===== config.mk =====
export PLATFORM = sky130hd
export DESIGN_NAME = spi_register_bridge
export DESIGN_NICKNAME = d
export VERILOG_FILES = /design/src/rtl/synth_pkg.sv /design/src/rtl/spi_input_synchronizer.sv /design/src/rtl/spi_register_bridge.sv
export SDC_FILE = /design/constraint.sdc
export NUM_CORES = 1
export LEC_CHECK = 0
export CORE_ASPECT_RATIO = 1.5
export CORE_MARGIN = 8
export CORE_UTILIZATION = 55
export CTS_CLUSTER_DIAMETER = 50
export DETAILED_ROUTE_END_ITERATION = 12
export GPL_TIMING_DRIVEN = 0
export PLACE_DENSITY = 0.77
export SLEW_MARGIN = 20
export SYNTH_ARGS = -nofsm -noshare
export SYNTH_HDL_FRONTEND = slang
export SYNTH_SLANG_ARGS = --single-unit

===== constraint.sdc =====
create_clock -name i_Clock -period 5.1 [get_ports i_Clock]
set_input_delay 0.765 -clock i_Clock [delete_from_list [all_inputs] [get_ports i_Clock]]
set_output_delay 0.765 -clock i_Clock [all_outputs]
set_load 0.05 [all_outputs]

===== src/rtl/synth_pkg.sv =====
//------------------------------------------------------------------------------
// Module   : synth_pkg
// Brief    : Shared constants and types for the synth SPI register bridge.
// Revision : 1.0 - initial release
//------------------------------------------------------------------------------
`default_nettype none

package synth_pkg;

    localparam int          SPI_FRAME_BITS       = 32;
    localparam logic [7:0]  SPI_STATUS_SIGNATURE = 8'hA5;

    typedef enum logic [1:0] {
        IDLE   = 2'd0,
        SHIFT  = 2'd1,
        HOLD   = 2'd2,
        COMMIT = 2'd3
    } SpiBridgeState_t;

endpackage

`default_nettype wire


===== src/rtl/spi_input_synchronizer.sv =====
//------------------------------------------------------------------------------
// Module   : spi_input_synchronizer
// Brief    : Multi-flop synchroniser with level, rise and fall outputs.
// Revision : 1.0 - initial release
//------------------------------------------------------------------------------
`default_nettype none

module spi_input_synchronizer #(
    parameter int   SYNC_STAGES = 2,
    parameter logic RESET_VALUE = 1'b0
) (
    input  logic i_Clock,
    input  logic i_Reset,
    input  logic i_Async,
    output logic o_Level,
    output logic o_Rise,
    output logic o_Fall
);

    logic [SYNC_STAGES-1:0] sync_q;
    logic                   hist_q;
    logic [SYNC_STAGES:0]   valid_q;

    always_ff @(posedge i_Clock or posedge i_Reset) begin
        if (i_Reset) begin
            sync_q  <= {SYNC_STAGES{RESET_VALUE}};
            hist_q  <= RESET_VALUE;
            valid_q <= '0;
        end else begin
            sync_q  <= {sync_q[SYNC_STAGES-2:0], i_Async};
            hist_q  <= sync_q[SYNC_STAGES-1];
            valid_q <= {valid_q[SYNC_STAGES-1:0], 1'b1};
        end
    end

    // Edges stay masked until the pipe holds only real pin samples, so a pin
    // differing from its reset value at reset release does not look like an edge.
    assign o_Level = sync_q[SYNC_STAGES-1];
    assign o_Rise  = valid_q[SYNC_STAGES] &  o_Level & ~hist_q;
    assign o_Fall  = valid_q[SYNC_STAGES] & ~o_Level &  hist_q;

endmodule

`default_nettype wire


===== src/rtl/spi_register_bridge.sv =====
//------------------------------------------------------------------------------
// Module   : spi_register_bridge
// Brief    : SPI mode-0 slave turning 32-bit frames into register-write strobes.
// Revision : 1.0 - initial release
//------------------------------------------------------------------------------
`default_nettype none

module spi_register_bridge
    import synth_pkg::*;
#(
    parameter int ADDR_WIDTH  = 16,
    parameter int DATA_WIDTH  = 16,
    parameter int SYNC_STAGES = 2
) (
    input  logic                  i_Clock,
    input  logic                  i_Reset,
    input  logic                  i_SpiSclk,
    input  logic                  i_SpiCsN,
    input  logic                  i_SpiMosi,
    output logic                  o_SpiMiso,
    output logic [ADDR_WIDTH-1:0] o_RegisterNumber,
    output logic [DATA_WIDTH-1:0] o_RegisterValue,
    output logic                  o_RegisterWriteEnable,
    output logic                  o_FrameError
);

    localparam logic [5:0] LAST_BIT  = 6'(SPI_FRAME_BITS - 1);
    localparam logic [5:0] FULL_BITS = 6'(SPI_FRAME_BITS);

    logic sclk_level, sclk_rise, sclk_fall;
    logic cs_level, cs_rise, cs_fall;
    logic mosi_level, mosi_rise, mosi_fall;
    logic w_unused;

    spi_input_synchronizer #(.SYNC_STAGES(SYNC_STAGES), .RESET_VALUE(1'b0)) u_sync_sclk (
        .i_Clock(i_Clock), .i_Reset(i_Reset), .i_Async(i_SpiSclk),
        .o_Level(sclk_level), .o_Rise(sclk_rise), .o_Fall(sclk_fall)
    );

    spi_input_synchronizer #(.SYNC_STAGES(SYNC_STAGES), .RESET_VALUE(1'b1)) u_sync_csn (
        .i_Clock(i_Clock), .i_Reset(i_Reset), .i_Async(i_SpiCsN),
        .o_Level(cs_level), .o_Rise(cs_rise), .o_Fall(cs_fall)
    );

    spi_input_synchronizer #(.SYNC_STAGES(SYNC_STAGES), .RESET_VALUE(1'b0)) u_sync_mosi (
        .i_Clock(i_Clock), .i_Reset(i_Reset), .i_Async(i_SpiMosi),
        .o_Level(mosi_level), .o_Rise(mosi_rise), .o_Fall(mosi_fall)
    );

    assign w_unused = ^{sclk_level, cs_level, mosi_rise, mosi_fall};

    SpiBridgeState_t             state_q;
    logic [5:0]                  bit_cnt_q;
    logic                        overrun_q;
    logic [SPI_FRAME_BITS-1:0]   rx_q;
    logic [SPI_FRAME_BITS-1:0]   miso_sr_q;
    logic                        miso_q;
    logic [7:0]                  count_q;
    logic [ADDR_WIDTH-1:0]       number_q;
    logic [DATA_WIDTH-1:0]       value_q;
    logic                        we_q;
    logic                        err_q;

    always_ff @(posedge i_Clock or posedge i_Reset) begin
        if (i_Reset) begin
            state_q   <= IDLE;
            bit_cnt_q <= '0;
            overrun_q <= 1'b0;
            rx_q      <= '0;
            miso_sr_q <= '0;
            miso_q    <= 1'b0;
            count_q   <= '0;
            number_q  <= '0;
            value_q   <= '0;
            we_q      <= 1'b0;
            err_q     <= 1'b0;
        end else begin
            we_q  <= 1'b0;
            err_q <= 1'b0;
            case (state_q)
                IDLE: begin
                    if (cs_fall) begin
                        state_q   <= SHIFT;
                        bit_cnt_q <= '0;
                        overrun_q <= 1'b0;
                        miso_sr_q <= {SPI_STATUS_SIGNATURE, count_q, 16'h0000};
                        miso_q    <= SPI_STATUS_SIGNATURE[7];
                    end
                end
                SHIFT, HOLD: begin
                    // Chip-select release wins; any coincident SCLK edge is dropped.
                    if (cs_rise) begin
                        miso_q <= 1'b0;
                        if (bit_cnt_q == FULL_BITS && !overrun_q) begin
                            state_q <= COMMIT;
                        end else begin
                            err_q   <= 1'b1;
                            state_q <= IDLE;
                        end
                    end else begin
                        if (sclk_rise) begin
                            if (state_q == SHIFT) begin
                                rx_q      <= {rx_q[SPI_FRAME_BITS-2:0], mosi_level};
                                bit_cnt_q <= bit_cnt_q + 6'd1;
                                if (bit_cnt_q == LAST_BIT) begin
                                    state_q <= HOLD;
                                end
                            end else begin
                                overrun_q <= 1'b1;
                            end
                        end
                        if (sclk_fall) begin
                            miso_sr_q <= {miso_sr_q[SPI_FRAME_BITS-2:0], 1'b0};
                            miso_q    <= miso_sr_q[SPI_FRAME_BITS-2];
                        end
                    end
                end
                COMMIT: begin
                    number_q <= rx_q[SPI_FRAME_BITS-1 -: ADDR_WIDTH];
                    value_q  <= rx_q[DATA_WIDTH-1:0];
                    we_q     <= 1'b1;
                    count_q  <= count_q + 8'd1;
                    state_q  <= IDLE;
                end
                default: state_q <= IDLE;
            endcase
        end
    end

    assign o_SpiMiso             = miso_q;
    assign o_RegisterNumber      = number_q;
    assign o_RegisterValue       = value_q;
    assign o_RegisterWriteEnable = we_q;
    assign o_FrameError          = err_q;

endmodule

`default_nettype wire

; Yosys cells after proc, flatten, opt, wreduce, memory -nomap -nowiden
; Cells that the tools add are included.
[totals]
regBits = 129
inputBits = 5
out_inout_bits = 35
word_cells = 88
[classes]
add_sub_neg = 2
eq_ne = 15
n_mux = 29
bitwise_logic = 13
n_reduce_logical = 11
[op_table]
columns = operator, count
row1 = $mux 31, 3
row2 = $pmux 31 s2, 1
row3 = $mux 6, 4
row4 = $mux 2, 6
row5 = $ne 2x2->1 const B, 6
row6 = $ne 3x3->1 const B, 4
row7 = $pmux 6 s2, 1
row8 = $reduce_and 4->1, 3
row9 = $mux 1, 11
row10 = $reduce_and 5->1, 2
row11 = $add 8x1->8 const B, 1
row12 = $and 1x1->1, 8
row13 = $add 6x1->6 const B, 1
row14 = $eq 6x5->1 const B, 1
row15 = $eq 6x6->1 const B, 1
row16 = $pmux 2 s3, 1
row17 = $not 1->1, 5
row18 = $eq 2x2->1 const B, 2
row19 = $pmux 1 s2, 2
row20 = $reduce_and 3->1, 1
row21 = $eq 2x1->1 const B, 1
row22 = $logic_not 2->1, 1
row23 = $reduce_bool 2->1, 1
row24 = $reduce_or 2->1, 1
row25 = 2 further kinds, 2

; Depth between registers and ports, before layout
; Gate-level depths: netlist (run 1).
[logic_depth]
ltp_word = 6
ltp_mapped = 8
mapped_depth_nobuf = 6

; By module
; Synthesis (run 1) repeated with hierarchy kept, for this count alone.
[unflattened]
cells_unflattened = 398
hier_area_um2 = 4673.2
[by_module_without_submodules]
columns = module, instances, cells_each, area_each_um2, seq_area_each_um2
row1 = spi_register_bridge, 1, 368, 4144.0, 2477.4
row2 = spi_input_synchronizer at u_sync_mosi ..., 2, 10, 175.2, 150.1
row3 = spi_input_synchronizer at u_sync_csn, 1, 10, 178.9, 153.9

; Least setup slack after synthesis (run 1)
; No wires, ideal clock.
[synth_timing]
path_kind = reg-to-reg
startpoint = reg state_q[0]
endpoint = reg miso_sr_q[17]
setup_time_ps = 125
arrival_time_ps = 1758
required_ps = 4975
setup_slack_ps = 3217
path_stages_with_launch = 9
n_path_buf = 2
synth_period_minus_slack_ps = 1883
cell_sequence = dfrtp_1 > inv_1 > ha_1 > nand2b_1 > and2_4 > buf_6 > a21o_4 > buf_6 > mux2_4
[synth_via]
elab_chain_cells = 4
elab_cells_between_ends = 10
classes_between = 5 x eq/ne / 1 x mux / 4 x reduce/logical
[synth_lines]
columns = element, line
row1 = from (decl), spi_register_bridge.sv:52  ; SpiBridgeState_t state_q;
row2 = from (signal assigned), spi_register_bridge.sv:66  ; state_q <= IDLE;
row3 = from (signal assigned), spi_register_bridge.sv:83  ; state_q <= SHIFT;
row4 = from (signal assigned), spi_register_bridge.sv:95  ; state_q <= COMMIT;
row5 = $eq 2x1->1 / $eq 2x2->1 (equally long branches), spi_register_bridge.sv:80  ; case (state_q)
row6 = $reduce_or 2->1, spi_register_bridge.sv:80
row7 = $ne 2x2->1 (no source line) / $reduce_bool 2->1 (equally long branches), n/a
row8 = $reduce_and 4->1 (no source line), n/a
row9 = to (signal assigned), spi_register_bridge.sv:86  ; miso_sr_q <= {SPI_STATUS_SIGNATURE, count_q, 16'h0000};
row10 = to (signal assigned), spi_register_bridge.sv:113  ; miso_sr_q <= {miso_sr_q[SPI_FRAME_BITS-2:0], 1'b0};
row11 = to (decl), spi_register_bridge.sv:56  ; logic [SPI_FRAME_BITS-1:0] miso_sr_q;
; Several ways; a longest one is shown, not always the timed one.
; A chain may end at the register's enable or synchronous reset.

; Final worst setup path (run 1)
[layout_timing]
startpoint = reg state_q[0]
endpoint = reg state_q[0]
[layout_via]
elab_chain_cells = 4
elab_cells_between_ends = 11
classes_between = 7 x eq/ne / 1 x mux / 3 x reduce/logical
[layout_lines]
columns = element, line
row1 = $eq 2x1->1 / $eq 2x2->1 (equally long branches), "spi_register_bridge.sv:80, spi_register_bridge.sv:102"
row2 = $reduce_or 2->1, spi_register_bridge.sv:80
row3 = $ne 3x3->1 (no source line), n/a
row4 = $reduce_and 4->1 (no source line), n/a
; Several ways; a longest one is shown, not always the timed one.

==> results.yml, run 1 <==
drt:
  drt_first_pass_iters: 4
  vias: 2661
  ant_nets: 0
  vias_per_cell: 5.60
  drt_iter0_drc: 145
  post_drt_wl_per_cell_um: 16.8
  wl_mm: 8.00
  drc: 0
timing:
  setup_ws_ps: 2790
  fmax_ghz: 0.433
  rsz0062_at_grt: "false"
  finClkSkew_ps: 7.17
  hold_slack_ps: 350
  worstMarginPinSlew_ps: 651
  period_minus_slack_ps: 2310
  hold_viol: 0
  fin_crit_sh_pct: 45.3
  relSlewSlack_pct: 56.5
  setup_tns_ps: 0
  setup_viol: 0
  slew_violations: 0
global_routing:
  grt_pass1_vias: 2851
  grt_pass1_wl_mm: 13.7
  grt_start_max_net_pins: 79
  track_usage_pct: 15.6
  antenna_found_initial: 0
  grt-ovfl-total: 0
synthesis:
  mappedNetlistNets: 326
  yosys_register_bits: 110
  synth.distinct_cells: 41
  ys_seq_area_share_pct: 61.9
  yosys_warnings: 0
  synthTopCellsByArea: "dfrtp_1, mux2_2, dfstp_2"
  synth-async-reset-ratio_pct: 100
  yosys.area.top_type: "dfrtp_1"
  synthFlopType: "dfrtp_1"
  synth_edf_count: 0
  syn_avg_cell_area_um2: 14.1
  syn-cell-area_um2: 4450
  syn_inst: 315
  synth_top_area_share_pct: 60.1
placed_design:
  pre_cts_slack_ps: 2810
  gp_congestion: 0.799
  hpwl_mm: 5.48
  io_buffers: 39
  dp.cells: 460
floorplan:
  initial_core_util_pct: 55.9
  ioPinCount: 40
  dieArea_um2: 11300
  core_area_um2: 7960
  dieWidth_um: 89.5
  fp.dieH_um: 126
  placementRows: 40
setup_path:
  crit_start: "state_q[0]"
  endpoint: "state_q[0]"
  rr_worst_depth: 6
  crit_type: "register to register"
  rr_endpoint: "state_q[0]"
  setup.worst_path.start_class: "register"
  critPathArrivalTime_ps: 2540
  rrSetupSlack_ps: 2790
  cp.required_ps: 5330
  r2r-start: "state_q[0]"
  critPathMaxFanout: 10
  end_kind: "register"
cts:
  cts_resized: 0
  clock_path_buffers: 2
  cts.htree.levels: 3
  postCtsHoldBufs: 0
  cts_setup_buffers: 0
  clk_latency_ps: 340
  cts.sinks: 110
  cts_tree: "built"
  clock-root-buffer: "clkbuf_16"
  cts_made_buffers: 9
  clkTransAtPathRegs_ps: 70
power_and_ir_drop:
  ir_worst_vdd_mv: 0.291
  leakage_nw: 2.62
  power_density_nw_per_um2: 499
finish:
  layoutNonFillerInstCount: 475
  nNetsFinal: 377
  diodes: 0
  layout-drive-gt1-share_pct: 29.2
  mostFrequentLayoutCell: "dfrtp_1"
  areaGrowthSynthToFinish_pct: 20.5
  fillers: 548
  final_cell_mix: "dfrtp_1, mux2_2, clkdlybuf4s50_1"
  final_util_pct: 67.4
status:
  status: "finished clean"
run:
  drv_cap: 0
worst_hold_path:
  hold_path.class: "register to register"
## cells in the mapped netlist (4+ instances only)
master and instances:
mux2_2 78, ha_1 6, and3_1 7, nand3_1 6, nor4_1 8, nand2_1 16
inv_1 11, clkbuf_1 7, nand4_1 5, nand2b_1 4, xnor2_1 6, o21ai_0 4
dfrtp_1 107, a21oi_1 7
## through the flow
stage               area [um^2]  total power [W]
floorplan                  4450          0.00167
global placement           4970          0.00184
detailed placement         5010          0.00187
CTS                        5370          0.00270
global route               5370          0.00281
finish                     5370          0.00268
## state kept, by name (all words and copies together) (netlist names), 3 cells and up
name                count
bit_cnt_q               6
o_RegisterValue        16
o_RegisterNumber       16
u_sync_csn.valid_q      3
count_q                 8
rx_q                   32
miso_sr_q              15
## kinds of logic (layout without fill, tap and decap cells)
| logic type | Yosys count | in the layout | synth area share, % |
|---|---|---|---|
| compound gates | 24 | 24 | 3.68 |
| xor+xnor | 7 | 7 | 1.38 |
| fa+ha+maj | 6 | 6 | 1.69 |
| buf+inv | 24 | 79 | 2.45 |
| flops | 110 | 110 | 61.9 |
| mux | 82 | 82 | 20.9 |
| other cells | 1 | 1 | 0.0842 |
| simple gates | 61 | 61 | 7.95 |
## worst min-delay path by stage
stage                                      from                     to  slack, ps  cells past startpoint
after floorplan           u_sync_csn.valid_q[0]  u_sync_csn.valid_q[1]        330                      0
after CTS                 u_sync_csn.valid_q[1]  u_sync_csn.valid_q[2]        350                      0
after global routing       u_sync_csn.sync_q[0]   u_sync_csn.sync_q[1]        370                      0
final                     u_sync_csn.valid_q[1]  u_sync_csn.valid_q[2]        350                      0
after global placement    u_sync_sclk.sync_q[0]  u_sync_sclk.sync_q[1]        330                      0
after detailed placement  u_sync_csn.valid_q[1]  u_sync_csn.valid_q[2]        340                      0
## per-layer routing
metal  routed length, um  share of wire [%]  GRT usage (%)  vias to the layer above
li1                    -                  -              -                     1223
met1                3410                 43           18.9                     1382
met2                4170                 52           25.3                       46
met3                 297                3.7           4.23                       10
met4                 122                1.5           6.59                        0
met5                   0                  0              0                        -
## final cells by class
class | count | area, um^2 | share of cell area (%)
Multi-Input combinational cell | 181 | 1590 | 29.6
Tap cell | 105 | 131 | 2.45
Timing Repair Buffer | 40 | 418 | 7.79
Buffer | 13 | 67.6 | 1.26
Sequential cell | 110 | 2760 | 51.4
Inverter | 11 | 46.3 | 0.863
Clock inverter | 6 | 135 | 2.52
Clock buffer | 9 | 225 | 4.20
## worst max-delay path, cell delays in order (launching register included)
cell      delay (ps)
dfrtp_1          400
inv_1             60
ha_1             460
clkbuf_1         440
clkbuf_1         430
o22ai_1          130
mux2_2           270
## report_power, final
group / internal [W] / total [W] / switching (W)
Sequential: 0.000988 / 0.00107 / 0.0000814
Combinational: 0.000341 / 0.000780 / 0.000440
Clock: 0.000526 / 0.000827 / 0.000300
(Power assumes the default switching activity.)
==> inputs of run 2 (changes only) <==
--- a/config.mk
+++ b/config.mk
@@ -7,11 +7,11 @@
 export LEC_CHECK = 0
 export CORE_ASPECT_RATIO = 1.5
 export CORE_MARGIN = 8
-export CORE_UTILIZATION = 55
+export CORE_UTILIZATION = 51
 export CTS_CLUSTER_DIAMETER = 50
 export DETAILED_ROUTE_END_ITERATION = 12
 export GPL_TIMING_DRIVEN = 0
-export PLACE_DENSITY = 0.77
+export PLACE_DENSITY = 0.75
 export SLEW_MARGIN = 20
 export SYNTH_ARGS = -nofsm -noshare
 export SYNTH_HDL_FRONTEND = slang
==> constraint.sdc (replaced) <==
create_clock -name i_Clock -period 2 [get_ports i_Clock]
set_input_delay 0.3 -clock i_Clock [delete_from_list [all_inputs] [get_ports i_Clock]]
set_output_delay 0.3 -clock i_Clock [all_outputs]
set_load 0.05 [all_outputs]
==> results.yml, run 2 (synthesis gave the netlist of run 1 again) <==
status:
  status: "finished clean"
cts:
  clk_latency_ps: 350
  cts.htree.levels: 3
  clkTransAtPathRegs_ps: 80
  cts_tree: "built"
  clock_path_buffers: 2
  clock-root-buffer: "clkbuf_16"
  cts_made_buffers: 9
  cts.sinks: 110
floorplan:
  placementRows: 42
  fp.dieH_um: 130
  core_area_um2: 8670
  initial_core_util_pct: 51.3
  ioPinCount: 40
  dieWidth_um: 92.3
  dieArea_um2: 12000
setup_path:
  crit_type: "register to register"
  cp_top_family: "flip-flops"
  slowest_delay_ps: 380
  rr_worst_depth: 8
  critPathMaxFanout: 10
  worst_path_most_repeated_cell: "buf_6"
  rrSetupSlack_ps: 60
  cp.required_ps: 2240
  critPathArrivalTime_ps: 2180
  slowest_stage: "dfrtp_1"
  setup.worst_path.start_class: "register"
  rr_endpoint: "miso_sr_q[17]"
  r2r-start: "state_q[1]"
  path_cells: "inv_1, ha_4, nand2b_1, and2_4, buf_6, a21o_4, buf_6, mux2_4"
  crit_buf_inv: 3
  end_kind: "register"
power_and_ir_drop:
  leakage_nw: 2.64
  power_density_nw_per_um2: 1230
  ir_worst_vdd_mv: 0.659
  power_w: 0.00666
placed_design:
  dp.cells: 467
  gp_congestion: 0.807
  placed_area_um2: 5040
  io_buffers: 39
  pre_cts_slack_ps: -346
  hpwl_mm: 5.47
timing:
  finClkSkew_ps: 8.34
  setup_viol: 0
  period_minus_slack_ps: 1940
  fin_crit_sh_pct: 97.2
  worstMarginPinSlew_ps: 550
  slew_violations: 0
  setup_tns_ps: 0
  relSlewSlack_pct: 63.3
  setup_ws_ps: 55.9
  fmax_ghz: 0.514
  hold_viol: 0
drt:
  drt_iter0_drc: 134
  drc: 0
  vias: 2653
  drt_first_pass_iters: 4
  ant_nets: 0
  vias_per_cell: 5.46
  post_drt_wl_per_cell_um: 16.4
  wl_mm: 7.95
global_routing:
  grt_pass1_vias: 2785
  grt_start_max_net_pins: 35
  grt_pass1_wl_mm: 13.3
  antenna_found_initial: 0
  track_usage_pct: 14.0
  grt-ovfl-total: 0
finish:
  nNetsFinal: 382
  top_register: "rx_q"
  layout-drive-gt1-share_pct: 33.2
  fillers: 666
  layoutNonFillerInstCount: 486
  largest_register_ffs: 32
  diodes: 0
  fin_area_um2: 5410
  areaGrowthSynthToFinish_pct: 21.4
  mostFrequentLayoutCell: "dfrtp_1"
  final_cell_mix: "dfrtp_1, mux2_2, clkdlybuf4s50_1"
worst_hold_path:
  hold_path.class: "input pin to async pin"
run:
  drv_cap: 0
[run 2: where the power goes]
part | leakage [nW] | switching (W) | total, W | internal (W)
clock | 0.144 | 0.000823 | 0.00181 | 0.000986
sequential | 1.46 | 0.000206 | 0.00272 | 0.00252
combinational | 1.04 | 0.00116 | 0.00213 | 0.000963
total | 2.64 | 0.00219 | 0.00666 | 0.00447
[run 2: how the worst max path moves through the flow]
stage                     endpoint  depth (start not counted)       start  slack (ps)
6_report             miso_sr_q[17]                          8  state_q[1]          60
5_1_grt              miso_sr_q[17]                          8  state_q[1]          -8
4_1_cts        o_RegisterNumber[1]                          4  state_q[0]           4
3_5_place_dp            state_q[0]                          6  state_q[0]        -350
3_3_place_gp    o_RegisterValue[9]                          2     i_Reset        -620
2_1_floorplan        miso_sr_q[17]                          8  state_q[0]         120
[run 2: metal layers]
metal	track usage (%)	vias up	routed length, um	part of all wire (%)
li1	-	1233	-	-
met1	15.7	1363	3350	42
met2	23.9	45	4110	52
met3	4.23	12	325	4.1
met4	6.76	0	162	2.0
met5	0	-	0	0
[run 2: per-stage QoR]
stage	hold WS (ps)	utilization (%)
6_report	293	62.4
5_1_grt	315	62.4
4_1_cts	300	61.9
3_5_place_dp	335	58.2
3_3_place_gp	331	57.5
2_1_floorplan	304	-
[run 2: worst reg2reg max path, delay by kind of cell, from the launching register on]
family	cells	cell delay, ps
AND/OR/NAND/NOR	2	250
flip-flops	1	380
adder cells (fa/ha/maj)	1	330
AO/OA/AOI/OAI	1	220
multiplexers	1	290
buffers and inverters	3	380
[run 2: cell type report]
type / count / area (um^2) / share of cell area (%)
clock inverters: 7 / 78.8 / 1.46
plain buffers: 13 / 76.3 / 1.41
repair buffers: 45 / 473 / 8.75
multi-input cells: 181 / 1610 / 29.9
clock buffers: 9 / 225 / 4.17
well taps: 110 / 138 / 2.55
flip-flops and latches: 110 / 2760 / 51.0
inverters: 11 / 45.0 / 0.833
[run 2: timing repair]
action | 4_1_cts | 5_1_grt
endpoints found under the setup margin | 50 | 23
hold endpoints to repair | 0 | 0
setup buffers | 0 | 3
resized for setup | 7 | 8
hold buffers | 0 | 0
